<file path="src/rtl/noc_traffic_gen.sv">
// Multi-port 2-phase (toggle) packet generator feeding the upstream ports of the async switch.
// Each port runs IDLE -> GAP -> LOAD -> SEND; a shared LFSR randomises inter-flit gaps in concurrent mode.
module noc_traffic_gen #(
  parameter int          NUM_PORTS   = 5,
  parameter int          WORD_WIDTH  = 32,
  parameter int          FLITS       = 20,
  parameter int          PACKETS     = 40,
  parameter int          GAP_CYCLES  = 3,
  parameter int          SYNC_STAGES = 2,
  parameter logic [15:0] LFSR_SEED   = 16'hACE1
) (
  input  logic                            clk,
  input  logic                            reset,
  input  logic                            gen_enable,
  input  logic                            mode,
  output logic [NUM_PORTS-1:0]            req_o,
  output logic [NUM_PORTS*WORD_WIDTH-1:0] data_o,
  input  logic [NUM_PORTS-1:0]            ack_i,
  output logic [NUM_PORTS*16-1:0]         pkt_count_o,
  output logic                            busy_o,
  output logic                            done_o
);

  localparam int          DW      = (NUM_PORTS > 1) ? $clog2(NUM_PORTS) : 1;
  localparam int          GW      = $clog2(GAP_CYCLES + 16);
  localparam logic [15:0] PKTS    = 16'(PACKETS);
  localparam logic [15:0] LAST    = 16'(FLITS - 1);
  localparam logic [GW-1:0] GAP_MIN = GW'(GAP_CYCLES);

  typedef enum logic [1:0] {IDLE, GAP, LOAD, SEND} state_e;

  state_e                state_q [NUM_PORTS];
  state_e                state_d [NUM_PORTS];
  logic [GW-1:0]         gap_q   [NUM_PORTS];
  logic [GW-1:0]         gap_d   [NUM_PORTS];
  logic [15:0]           count_q [NUM_PORTS];
  logic [15:0]           count_d [NUM_PORTS];
  logic [15:0]           fidx_q  [NUM_PORTS];
  logic [15:0]           fidx_d  [NUM_PORTS];
  logic [WORD_WIDTH-1:0] data_q  [NUM_PORTS];
  logic [WORD_WIDTH-1:0] data_d  [NUM_PORTS];
  logic [NUM_PORTS-1:0]  sync_q  [SYNC_STAGES];
  logic [NUM_PORTS-1:0]  req_q, req_d, ack_s, busy_vec;
  logic [15:0]           lfsr_q, lfsr_d;
  logic                  mode_q, mode_d, done_q, done_d;

  function automatic logic [WORD_WIDTH-1:0] make_flit(input int p, input logic [15:0] cnt,
                                                      input logic [15:0] idx);
    logic [WORD_WIDTH-1:0] f;
    int dest;
    f = '0;
    f[WORD_WIDTH-1 -: 8] = p[7:0];
    f[WORD_WIDTH-9 -: 8] = cnt[7:0];
    if (idx == 16'd0) begin
      dest = (p + 1 + int'(cnt)) % NUM_PORTS;
      f[2 +: DW] = dest[DW-1:0];
      f[1:0] = 2'b01;
    end else begin
      f[WORD_WIDTH-17 -: 8] = idx[7:0];
      f[1:0] = (idx == LAST) ? 2'b10 : 2'b00;
    end
    return f;
  endfunction

  assign ack_s = sync_q[SYNC_STAGES-1];

  always_comb begin : next_state
    int rank;
    logic [3:0] nib;
    logic [GW-1:0] gap_entry;
    logic eff_mode, prev_full, all_full, start;
    lfsr_d    = gen_enable ? {lfsr_q[14:0], lfsr_q[15] ^ lfsr_q[13] ^ lfsr_q[12] ^ lfsr_q[10]}
                           : lfsr_q;
    // Mode is only taken from the pin while every port is idle.
    eff_mode  = (|busy_vec) ? mode_q : mode;
    mode_d    = eff_mode;
    rank      = 0;
    prev_full = 1'b1;
    all_full  = 1'b1;
    for (int p = 0; p < NUM_PORTS; p++) begin
      state_d[p] = state_q[p];
      gap_d[p]   = gap_q[p];
      count_d[p] = count_q[p];
      fidx_d[p]  = fidx_q[p];
      data_d[p]  = data_q[p];
      req_d[p]   = req_q[p];
      start      = eff_mode | prev_full;
      // Simultaneous GAP entries each see the LFSR shifted by their rank, lowest port first.
      nib        = 4'(lfsr_q >> rank);
      gap_entry  = eff_mode ? (GAP_MIN + GW'(nib)) : GAP_MIN;
      case (state_q[p])
        IDLE: begin
          if (start && gen_enable && (count_q[p] < PKTS)) begin
            state_d[p] = GAP;
            gap_d[p]   = gap_entry;
            rank       = rank + 1;
          end
        end
        GAP: begin
          if (gap_q[p] <= GW'(1)) begin
            state_d[p] = LOAD;
            data_d[p]  = make_flit(p, count_q[p], fidx_q[p]);
          end else begin
            gap_d[p] = gap_q[p] - GW'(1);
          end
        end
        LOAD: begin
          state_d[p] = SEND;
          req_d[p]   = ~req_q[p];
        end
        SEND: begin
          if (ack_s[p] == req_q[p]) begin
            if (fidx_q[p] == LAST) begin
              count_d[p] = count_q[p] + 16'd1;
              fidx_d[p]  = '0;
              if ((count_q[p] + 16'd1 == PKTS) || !gen_enable) begin
                state_d[p] = IDLE;
              end else begin
                state_d[p] = GAP;
                gap_d[p]   = gap_entry;
                rank       = rank + 1;
              end
            end else begin
              fidx_d[p]  = fidx_q[p] + 16'd1;
              state_d[p] = GAP;
              gap_d[p]   = gap_entry;
              rank       = rank + 1;
            end
          end
        end
        default: state_d[p] = IDLE;
      endcase
      all_full  = all_full & (count_d[p] == PKTS);
      prev_full = (count_q[p] == PKTS);
    end
    done_d = done_q | all_full;
  end

  always_ff @(posedge clk) begin
    if (reset) begin
      for (int p = 0; p < NUM_PORTS; p++) begin
        state_q[p] <= IDLE;
        gap_q[p]   <= '0;
        count_q[p] <= '0;
        fidx_q[p]  <= '0;
        data_q[p]  <= '0;
      end
      for (int s = 0; s < SYNC_STAGES; s++) sync_q[s] <= '0;
      req_q  <= '0;
      lfsr_q <= LFSR_SEED;
      mode_q <= 1'b0;
      done_q <= 1'b0;
    end else begin
      for (int p = 0; p < NUM_PORTS; p++) begin
        state_q[p] <= state_d[p];
        gap_q[p]   <= gap_d[p];
        count_q[p] <= count_d[p];
        fidx_q[p]  <= fidx_d[p];
        data_q[p]  <= data_d[p];
      end
      sync_q[0] <= ack_i;
      for (int s = 1; s < SYNC_STAGES; s++) sync_q[s] <= sync_q[s-1];
      req_q  <= req_d;
      lfsr_q <= lfsr_d;
      mode_q <= mode_d;
      done_q <= done_d;
    end
  end

  for (genvar g = 0; g < NUM_PORTS; g++) begin : g_out
    assign data_o[g*WORD_WIDTH +: WORD_WIDTH] = data_q[g];
    assign pkt_count_o[g*16 +: 16]            = count_q[g];
    assign busy_vec[g]                        = (state_q[g] != IDLE);
  end

  assign req_o  = req_q;
  assign busy_o = |busy_vec;
  assign done_o = done_q;

endmodule

</file>
<file path="config.mk">
export PLATFORM = sky130hd
export DESIGN_NAME = noc_traffic_gen
export DESIGN_NICKNAME = d
export VERILOG_FILES = /design/src/rtl/noc_traffic_gen.sv
export SDC_FILE = /design/constraint.sdc
export NUM_CORES = 1
export LEC_CHECK = 0
export CAP_MARGIN = 20
export CELL_PAD_IN_SITES_DETAIL_PLACEMENT = 0
export CELL_PAD_IN_SITES_GLOBAL_PLACEMENT = 1
export CORE_ASPECT_RATIO = 1.2
export CORE_MARGIN = 4
export CORE_UTILIZATION = 44
export DETAILED_ROUTE_END_ITERATION = 12
export PLACE_DENSITY = 0.93
export RECOVER_POWER = 50
export SYNTH_ARGS = -nofsm -noshare
export SYNTH_HDL_FRONTEND = slang
export SYNTH_SLANG_ARGS = --single-unit
</file>
<file path="constraint.sdc">
create_clock -name clk -period 8.5 [get_ports clk]
set_input_delay 2.125 -clock clk [delete_from_list [all_inputs] [get_ports clk]]
set_output_delay 2.125 -clock clk [all_outputs]
set_load 0.01 [all_outputs]
</file>
==> tab_implementation.tex, run 1 <==
\begin{tabular}{lr}
\hline
Metric & Value \\
\hline
\multicolumn{2}{l}{\textbf{Placement}} \\
\quad Post-placement cell area & about 31000 um\^{}2 \\
\quad Placer Congestion & 0.926 \\
\quad DPL Wire Length & 62.3 mm \\
\quad Post-Place Cells & approximately 4.8k \\
\quad Count of buffers inserted at the top-level ports & 205 \\
\multicolumn{2}{l}{\textbf{Worst setup path}} \\
\quad CP peak stage delay & 0.59 ns \\
\quad Data required time at the worst endpoint & 9.01 ns \\
\quad WP data arrival & approximately 8.5 ns \\
\quad Most used cell, CP & sky130\_fd\_sc\_hd\_\_o21ai\_0 \\
\quad Nature of the critical path startpoint & flip-flop \\
\quad Class of the most critical setup path & reg -> reg \\
\quad Worst setup EP type & flip-flop \\
\quad Standard cell with the maximum stage delay on the critical path & sky130\_fd\_sc\_hd\_\_or4\_1 \\
\quad Top fanout value on the critical path & 8 \\
\multicolumn{2}{l}{\textbf{STA}} \\
\quad Worst Clk Skew & around 0.028 ns \\
\quad Highest clock rate & $\sim$0.13 GHz \\
\quad Post-route fraction of the period consumed by the critical path & approximately 94\% \\
\quad Worst relative slew slack & -225\% \\
\quad Hold WS & 0.440 ns \\
\quad Fin. Hold Viols & 0 \\
\quad Final max-slew violation count & 248 \\
\quad Sum of negative setup slack & 0 ns \\
\quad Final critical delay including setup and external delays & between 7 and 8 ns \\
\quad Final setup violation count & 0 \\
\quad Slew at the pin with the worst max-slew slack & 4.87 ns \\
\multicolumn{2}{l}{\textbf{Route}} \\
\quad Detailed-route DRC error count & 0 \\
\quad Routed WL & 85.2 mm \\
\quad Number of routed nets with antenna violations & 0 \\
\quad DR pass1 iterations & 5 \\
\quad Average wire per standard cell & 17.6 um \\
\quad Vias & 28.7k \\
\quad Initial DRC Count & about 2.1k \\
\quad Via density per instance & 5.93 \\
\multicolumn{2}{l}{\textbf{Synthesis}} \\
\quad Fraction of post-synthesis cell area in the top cell type by area & between 20\% and 30\% \\
\quad Top cells by instance count after synthesis & sky130\_fd\_sc\_hd\_\_nand2\_1 (462), sky130\_fd\_sc\_hd\_\_nor2\_1 (451), sky130\_fd\_sc\_hd\_\_dfxtp\_1 (337) \\
\quad Mean instance size in the synthesized netlist & between 7 and 8 um\^{}2 \\
\quad Largest area contributor in the synthesized netlist & sky130\_fd\_sc\_hd\_\_dfxtp\_1 \\
\quad Synthesized cell area & 28700 um\^{}2 \\
\quad Number of instances in the synthesized netlist & slightly below 4k \\
\quad Post-synth ARST share & 0\% \\
\quad Most frequently used flop master after synthesis & sky130\_fd\_sc\_hd\_\_dfxtp\_1 \\
\quad Top cells by area in the synthesized netlist & sky130\_fd\_sc\_hd\_\_dfxtp\_1 (23\%), sky130\_fd\_sc\_hd\_\_nand2\_1 (6.0\%), sky130\_fd\_sc\_hd\_\_nor2\_1 (5.9\%) \\
\quad Sequential share of the synthesized area & 23.5\% \\
\quad Yosys Warn Count & 0 \\
\quad Register bit total from synthesis & 337 \\
\quad Number of enable flip-flop cells after synthesis & 0 \\
\quad Number of distinct library cell variants in the gate-level netlist after synthesis & about 130 \\
\quad Most instantiated library cell after synthesis & sky130\_fd\_sc\_hd\_\_nand2\_1 \\
\multicolumn{2}{l}{\textbf{Power and ir drop}} \\
\quad Total Power & around 5.4 mW \\
\quad Total leakage power & approximately 12 nW \\
\quad Pwr per Cell Area & roughly 170 nW/um\^{}2 \\
\quad Peak supply drop & 0.000143 V \\
\multicolumn{2}{l}{\textbf{Global route}} \\
\quad Global-route usage over all layers & around a quarter \\
\quad Number of global-route vias before repair & 26.4k \\
\quad Initial antenna violation count & 0 \\
\quad Pin count of the biggest net entering global routing & between 100 and 150 \\
\quad Global-route wire length before repair & 137 mm \\
\quad Total congestion overflow after global routing & 0 \\
\multicolumn{2}{l}{\textbf{Finish}} \\
\quad Non-Filler Cell Area, Final & 32800 um\^{}2 \\
\quad Area of combinational cells with multiple inputs & 20500 um\^{}2 \\
\quad FF+latch area & 6760 um\^{}2 \\
\quad FILL cells & around 6.3k \\
\quad Fraction of final layout cells with drive strength greater than 1 & 8.57\% \\
\quad Total number of nets in the final design & 4071 \\
\quad Antenna cells & 0 \\
\quad Count of placed standard cells in the final layout, fillers left out & 4833 \\
\quad Area growth, synth to finish & 14.1\% \\
\multicolumn{2}{l}{\textbf{Floorplanning}} \\
\quad CORE AREA & 64600 um\^{}2 \\
\quad Initial standard-cell utilization of the core & 44.5\% \\
\quad Number of placement rows & 102 \\
\quad X dimension of the die & 241 um \\
\quad Die Area & around 70000 um\^{}2 \\
\quad Top-Level Pins & 256 \\
\quad Die height & 288 um \\
\multicolumn{2}{l}{\textbf{Clock network}} \\
\quad Number of H-tree branching levels & 2 \\
\quad Root buf cell & sky130\_fd\_sc\_hd\_\_clkbuf\_16 \\
\quad TritonCTS clock tree & built \\
\quad Clock net sink count & 337 \\
\quad Number of buffers inserted during clock tree synthesis & 40 \\
\quad Latest clock arrival within the worst-skew pair & roughly 0.56 ns \\
\quad Maximum root-to-sink buffer count & 3 \\
\quad Clock Pin Slew Worst Setup and Hold Paths & 0.06 ns \\
\multicolumn{2}{l}{\textbf{Hold path}} \\
\quad Path type of the worst min-delay path & reg -> reg \\
\multicolumn{2}{l}{\textbf{Run status}} \\
\quad Status & finished with violations \\
\quad Violations in the final reports & capacitance limit, slew limit \\
\multicolumn{2}{l}{\textbf{Job}} \\
\quad Count of maximum capacitance violations & 2 \\
\hline
\end{tabular}
-- report_power, final --
part / switching (mW) / total, mW / internal, mW
sequential: 0.0996 / 1.78 / 1.68
clock: 0.733 / 1.85 / 1.12
combinational: 1.06 / 1.78 / 0.724
total: 1.89 / 5.42 / 3.53
-- metal layers --
metal	global-route usage [%]	routed length (um)
met5	0	0
met1	29.4	36700
met4	8.39	2970
met3	3.40	4550
met2	40.1	40900
-- through the flow --
stage                     setup slack (ns)  util, %
after floorplan                      0.891        -
after global placement               0.492     48.3
after detailed placement             0.309     48.3
after CTS                            0.271     50.5
after global routing               -0.0113     50.8
final                                0.539     50.8
-- flip-flops by register name (all words and copies together) (netlist names) --
register	cells
data_q	109
count_q	80
fidx_q	80
gap_q	25
lfsr_q	16
state_q	10
sync_q	10
req_o	5
done_o	1
mode_q	1
-- final timing paths --
kind / depth (start not counted) / to / start / slack [ns]
setup / recovery: 32 / data_q[0][3] / count_q[0][4] / 0.54
hold / removal: 1 / sync_q[0][5] / sync_q[0][0] / 0.44
setup reg to reg: 32 / data_q[0][3] / count_q[0][4] / 0.54
hold reg to reg: 1 / sync_q[0][5] / sync_q[0][0] / 0.44
-- final cells by class --
class                           count  share of cell area (%)
Sequential cell                   337                    20.6
Inverter                          107                    1.22
Tap cell                          832                    3.17
Timing Repair Buffer              297                    8.31
Multi-Input combinational cell   3186                    62.4
Clock buffer                       59                    3.70
Clock inverter                     15                   0.633
-- cells by family after synthesis --
kind of cell | synth area share, %
other | 0.0130
AND/OR/NAND/NOR | 28.0
adder cells (fa/ha/maj) | 4.30
XOR/XNOR | 10.2
buffers and inverters | 6.54
multiplexers | 4.72
flip-flops | 23.5
AO/OA/AOI/OAI | 22.7
-- worst max-delay path, delay by kind of cell (launching register included) --
family | cells | cell delay [ns]
buf+inv | 1 | 0.19
mux | 1 | 0.47
compound gates | 16 | 3.23
fa+ha+maj | 2 | 0.44
simple gates | 10 | 2.83
xor+xnor | 2 | 0.37
flops | 1 | 0.37
-- placed cells by master, fill, tap and decap left out, types with 22 or more instances in the layout --
master / count
sky130_fd_sc_hd__clkdlybuf4s50_1: 203
sky130_fd_sc_hd__nand3_1: 151
sky130_fd_sc_hd__ha_1: 92
sky130_fd_sc_hd__nor2_1: 448
sky130_fd_sc_hd__mux2i_1: 104
sky130_fd_sc_hd__buf_4: 90
sky130_fd_sc_hd__and2_1: 30
sky130_fd_sc_hd__o21ai_0: 135
sky130_fd_sc_hd__o21ai_1: 22
sky130_fd_sc_hd__nor2b_1: 32
sky130_fd_sc_hd__and3_1: 29
sky130_fd_sc_hd__nor3_1: 133
sky130_fd_sc_hd__dfxtp_1: 327
sky130_fd_sc_hd__o22ai_1: 24
sky130_fd_sc_hd__nand2_1: 461
sky130_fd_sc_hd__a21o_1: 22
sky130_fd_sc_hd__a21oi_1: 253
sky130_fd_sc_hd__clkbuf_16: 42
sky130_fd_sc_hd__o211ai_1: 33
sky130_fd_sc_hd__a31oi_1: 56
sky130_fd_sc_hd__nor4_1: 61
sky130_fd_sc_hd__xor2_1: 136
sky130_fd_sc_hd__nand4_1: 85
sky130_fd_sc_hd__inv_1: 104
sky130_fd_sc_hd__a211oi_1: 48
sky130_fd_sc_hd__conb_1: 50
sky130_fd_sc_hd__xnor2_1: 189
sky130_fd_sc_hd__or3_1: 45
-- timing repair --
item / 4_1_cts / 5_1_grt
endpoints found under the setup margin: 0 / 11
hold buffers: 0 / 0
buffers inserted: 0 / 6
resized for setup: 0 / 41
(Power assumes the default switching activity.)
==> run 2, diff against run 1 <==
- CORE_ASPECT_RATIO: 1.2 -> default
- RECOVER_POWER: 50 -> 25
==> run 2 against run 1 <==
Effect of this change:
- the flow still finishes with violations (capacitance limit, slew limit)
- sequential share of layout area is 0.12 points lower
- sequential power barely moved
- critical path depth decreased by 1
- clock skew decreased by 0.0086 ns
- via count rose by 0.38%
- global-route usage fell by 0.67 points
- core utilization increased by 0.28 points
- first-iteration DRC count rose by 18%
- die area about the same
- non-clock buffer count grew 5
- clock-buffer cell count down 4
- critical endpoint is now data_q[0][34]
- largest cell class unchanged
==> tab_implementation.tex, run 2 (synthesized netlist as in run 1, its figures left out) <==
\begin{tabular}{lr}
\hline
Metric & Value \\
\hline
\multicolumn{2}{l}{\textbf{Route}} \\
\quad Routed WL & 84.5 mm \\
\quad Vias & about 29k \\
\quad Number of routed nets with antenna violations & 0 \\
\quad Average wire per standard cell & $\sim$17 um \\
\quad Detailed-route DRC error count & 0 \\
\quad Initial DRC Count & 2451 \\
\quad DR pass1 iterations & 6 \\
\quad Via density per instance & 5.91 \\
\multicolumn{2}{l}{\textbf{Floorplanning}} \\
\quad Die height & around 260 um \\
\quad Top-Level Pins & 256 \\
\quad X dimension of the die & 264 um \\
\quad Die Area & 69500 um\^{}2 \\
\quad Initial standard-cell utilization of the core & 44.5\% \\
\quad Number of placement rows & between 90 and 100 \\
\quad CORE AREA & 64600 um\^{}2 \\
\multicolumn{2}{l}{\textbf{Clock network}} \\
\quad TritonCTS clock tree & built \\
\quad Clock net sink count & 337 \\
\quad Number of buffers inserted during clock tree synthesis & 42 \\
\quad Number of buffers added to fix hold violations after cts & 0 \\
\quad Maximum root-to-sink buffer count & 3 \\
\quad Number of H-tree branching levels & 2 \\
\quad Root buf cell & sky130\_fd\_sc\_hd\_\_clkbuf\_16 \\
\quad Clock Pin Slew Worst Setup and Hold Paths & 0.06 ns \\
\quad Latest clock arrival within the worst-skew pair & 0.57 ns \\
\multicolumn{2}{l}{\textbf{Power and ir drop}} \\
\quad Peak supply drop & 0.000146 V \\
\quad Proportion of total power due to net switching & 34.3\% \\
\quad Register share of total power & around a third \\
\quad Total leakage power & 11.7 nW \\
\quad Total Power & around 5.5 mW \\
\quad Share of total power in combinational logic & 32.1\% \\
\quad Power dissipated by switching net loads & about 1.9 mW \\
\quad Internal cell power & between 3 and 4 mW \\
\quad Clock share of power & 35.7\% \\
\quad Pwr per Cell Area & about 170 nW/um\^{}2 \\
\multicolumn{2}{l}{\textbf{Finish}} \\
\quad Count of placed standard cells in the final layout, fillers left out & 4864 \\
\quad Number of flip-flops under the largest register name & 109 \\
\quad Most frequent cells in the layout & sky130\_fd\_sc\_hd\_\_nand2\_1 (461), sky130\_fd\_sc\_hd\_\_nor2\_1 (449), sky130\_fd\_sc\_hd\_\_dfxtp\_1 (329) \\
\quad Non-Filler Cell Area, Final & 33000 um\^{}2 \\
\quad Register ranked first by flip-flop count & data\_q \\
\quad Antenna cells & 0 \\
\quad Area growth, synth to finish & 14.8\% \\
\quad Total number of nets in the final design & 4079 \\
\quad Most common library cell in the layout ignoring fill and taps & sky130\_fd\_sc\_hd\_\_nand2\_1 \\
\quad Largest regs & data\_q (109), count\_q (80), fidx\_q (80) \\
\quad Fraction of final layout cells with drive strength greater than 1 & 8.90\% \\
\multicolumn{2}{l}{\textbf{Worst setup path}} \\
\quad R2R cell count & 31 \\
\quad Class of the most critical setup path & reg -> reg \\
\quad Data required time at the worst endpoint & 8.95 ns \\
\quad CP peak stage delay & 0.68 ns \\
\quad Standard cell with the maximum stage delay on the critical path & sky130\_fd\_sc\_hd\_\_or4\_4 \\
\quad Launching point of the worst reg2reg path & count\_q[0][20] \\
\quad R2R setup slack & 0.54 ns \\
\quad WP data arrival & 8.41 ns \\
\quad Top fanout value on the critical path & 13 \\
\quad Nature of the critical path startpoint & flip-flop \\
\quad Worst setup EP type & flip-flop \\
\quad Endpoint of the most critical register-to-register path & data\_q[0][34] \\
\multicolumn{2}{l}{\textbf{STA}} \\
\quad Setup WS post-layout & 0.543 ns \\
\quad Post-route fraction of the period consumed by the critical path & 93.6\% \\
\quad Worst Clk Skew & 0.0192 ns \\
\quad Worst relative slew slack & -228\% \\
\quad Final critical delay including setup and external delays & 7.96 ns \\
\quad Highest clock rate & 0.126 GHz \\
\quad Final max-slew violation count & between 150 and 200 \\
\quad Fin. Hold Viols & 0 \\
\quad Final setup violation count & 0 \\
\quad Slew at the pin with the worst max-slew slack & 4.93 ns \\
\multicolumn{2}{l}{\textbf{Hold path}} \\
\quad Path type of the worst min-delay path & reg -> reg \\
\quad HP Start & sync\_q[0][4] \\
\quad Worst hold path endpoint & sync\_q[0][9] \\
\quad Worst hold path cell count & 1 \\
\multicolumn{2}{l}{\textbf{Run status}} \\
\quad Status & finished with violations \\
\quad Violations in the final reports & capacitance limit, slew limit \\
\multicolumn{2}{l}{\textbf{Placement}} \\
\quad Worst slack, placed & 0.311 ns \\
\quad Placer Congestion & 0.935 \\
\quad DPL Wire Length & roughly 61 mm \\
\quad Post-Place Cells & 4778 \\
\quad Count of buffers inserted at the top-level ports & 205 \\
\quad Post-placement cell area & 31300 um\^{}2 \\
\multicolumn{2}{l}{\textbf{Global route}} \\
\quad Initial antenna violation count & 1 \\
\quad Global-route usage over all layers & a little under a quarter \\
\quad Global-route wire length before repair & 135 mm \\
\quad Pin count of the biggest net entering global routing & 102 \\
\quad Number of global-route vias before repair & 25.8k \\
\quad Total congestion overflow after global routing & 0 \\
\multicolumn{2}{l}{\textbf{Job}} \\
\quad Count of maximum capacitance violations & 2 \\
\hline
\end{tabular}
==> run 2: cell count changes in the layout (fill, tap and decap cells not counted), sizes merged <==
cell	delta
a2111oi	+1
buf	+5
clkinv	-2
clkbuf	-4
bufinv	+4
clkinvlp	+4
==> run 2: area by class of cell <==
cell class | count | area (um^2)
Fill cell | 6302 | 31600
Multi-Input combinational cell | 3187 | 20500
Sequential cell | 337 | 6760
Timing Repair Buffer | 302 | 2760
Clock buffer | 55 | 1180
Tap cell | 855 | 1070
Inverter | 107 | 405
Clock inverter | 21 | 334
==> run 2: how the worst max path moves through the flow <==
stage,start,to,slack (ns),cells after the start
finish,count_q[0][20],data_q[0][34],0.54,31
global route,count_q[0][14],data_q[0][2],-0.03,31
CTS,count_q[0][4],data_q[0][2],0.27,34
detailed placement,count_q[0][4],data_q[0][3],0.31,33
global placement,count_q[0][4],data_q[0][3],0.52,34
floorplan,gen_enable,gap_q[0][24],0.89,29
==> run 2: critical path: cells and delay by family, from the launching register on <==
kind	cells	cell delay [ns]
muxes	1	0.22
adders and majority gates	2	0.45
DFF	1	0.59
xor gates and xnor gates	3	0.61
buffers and inverters	2	0.17
AOI/OAI and AO/OA	14	3.20
and+or+nand+nor	9	2.59
==> run 2: timing repair <==
action,in CTS,in global routing
setup buffers,0,8
setup endpoints to repair,0,10
resized for setup,0,45
==> run 2: power groups by stage <==
stage / sequential, mW / combinational [mW] / clock (mW)
detailed placement: 1.82 / 1.77 / 0
global placement: 1.81 / 1.75 / 0
floorplan: 1.80 / 1.35 / 0
CTS: 1.78 / 1.78 / 2.03
finish: 1.78 / 1.78 / 1.98
global route: 1.80 / 1.97 / 2.08
==> run 2: metrics by stage <==
step           util [%]  setup TNS [ns]  hold WS, ns
6_report           51.1               0        0.442
3_5_place_dp       48.4               0        0.424
4_1_cts            50.7               0        0.449
3_3_place_gp       48.4               0        0.432
5_1_grt            51.1         -0.0335        0.466
2_1_floorplan         -               0        0.414
==> run 2: metal layers <==
metal	global-route usage, %	wire (um)
met1	30.7	37900
met2	36.1	38000
met3	4.39	5900
met5	0	16
met4	7.32	2620
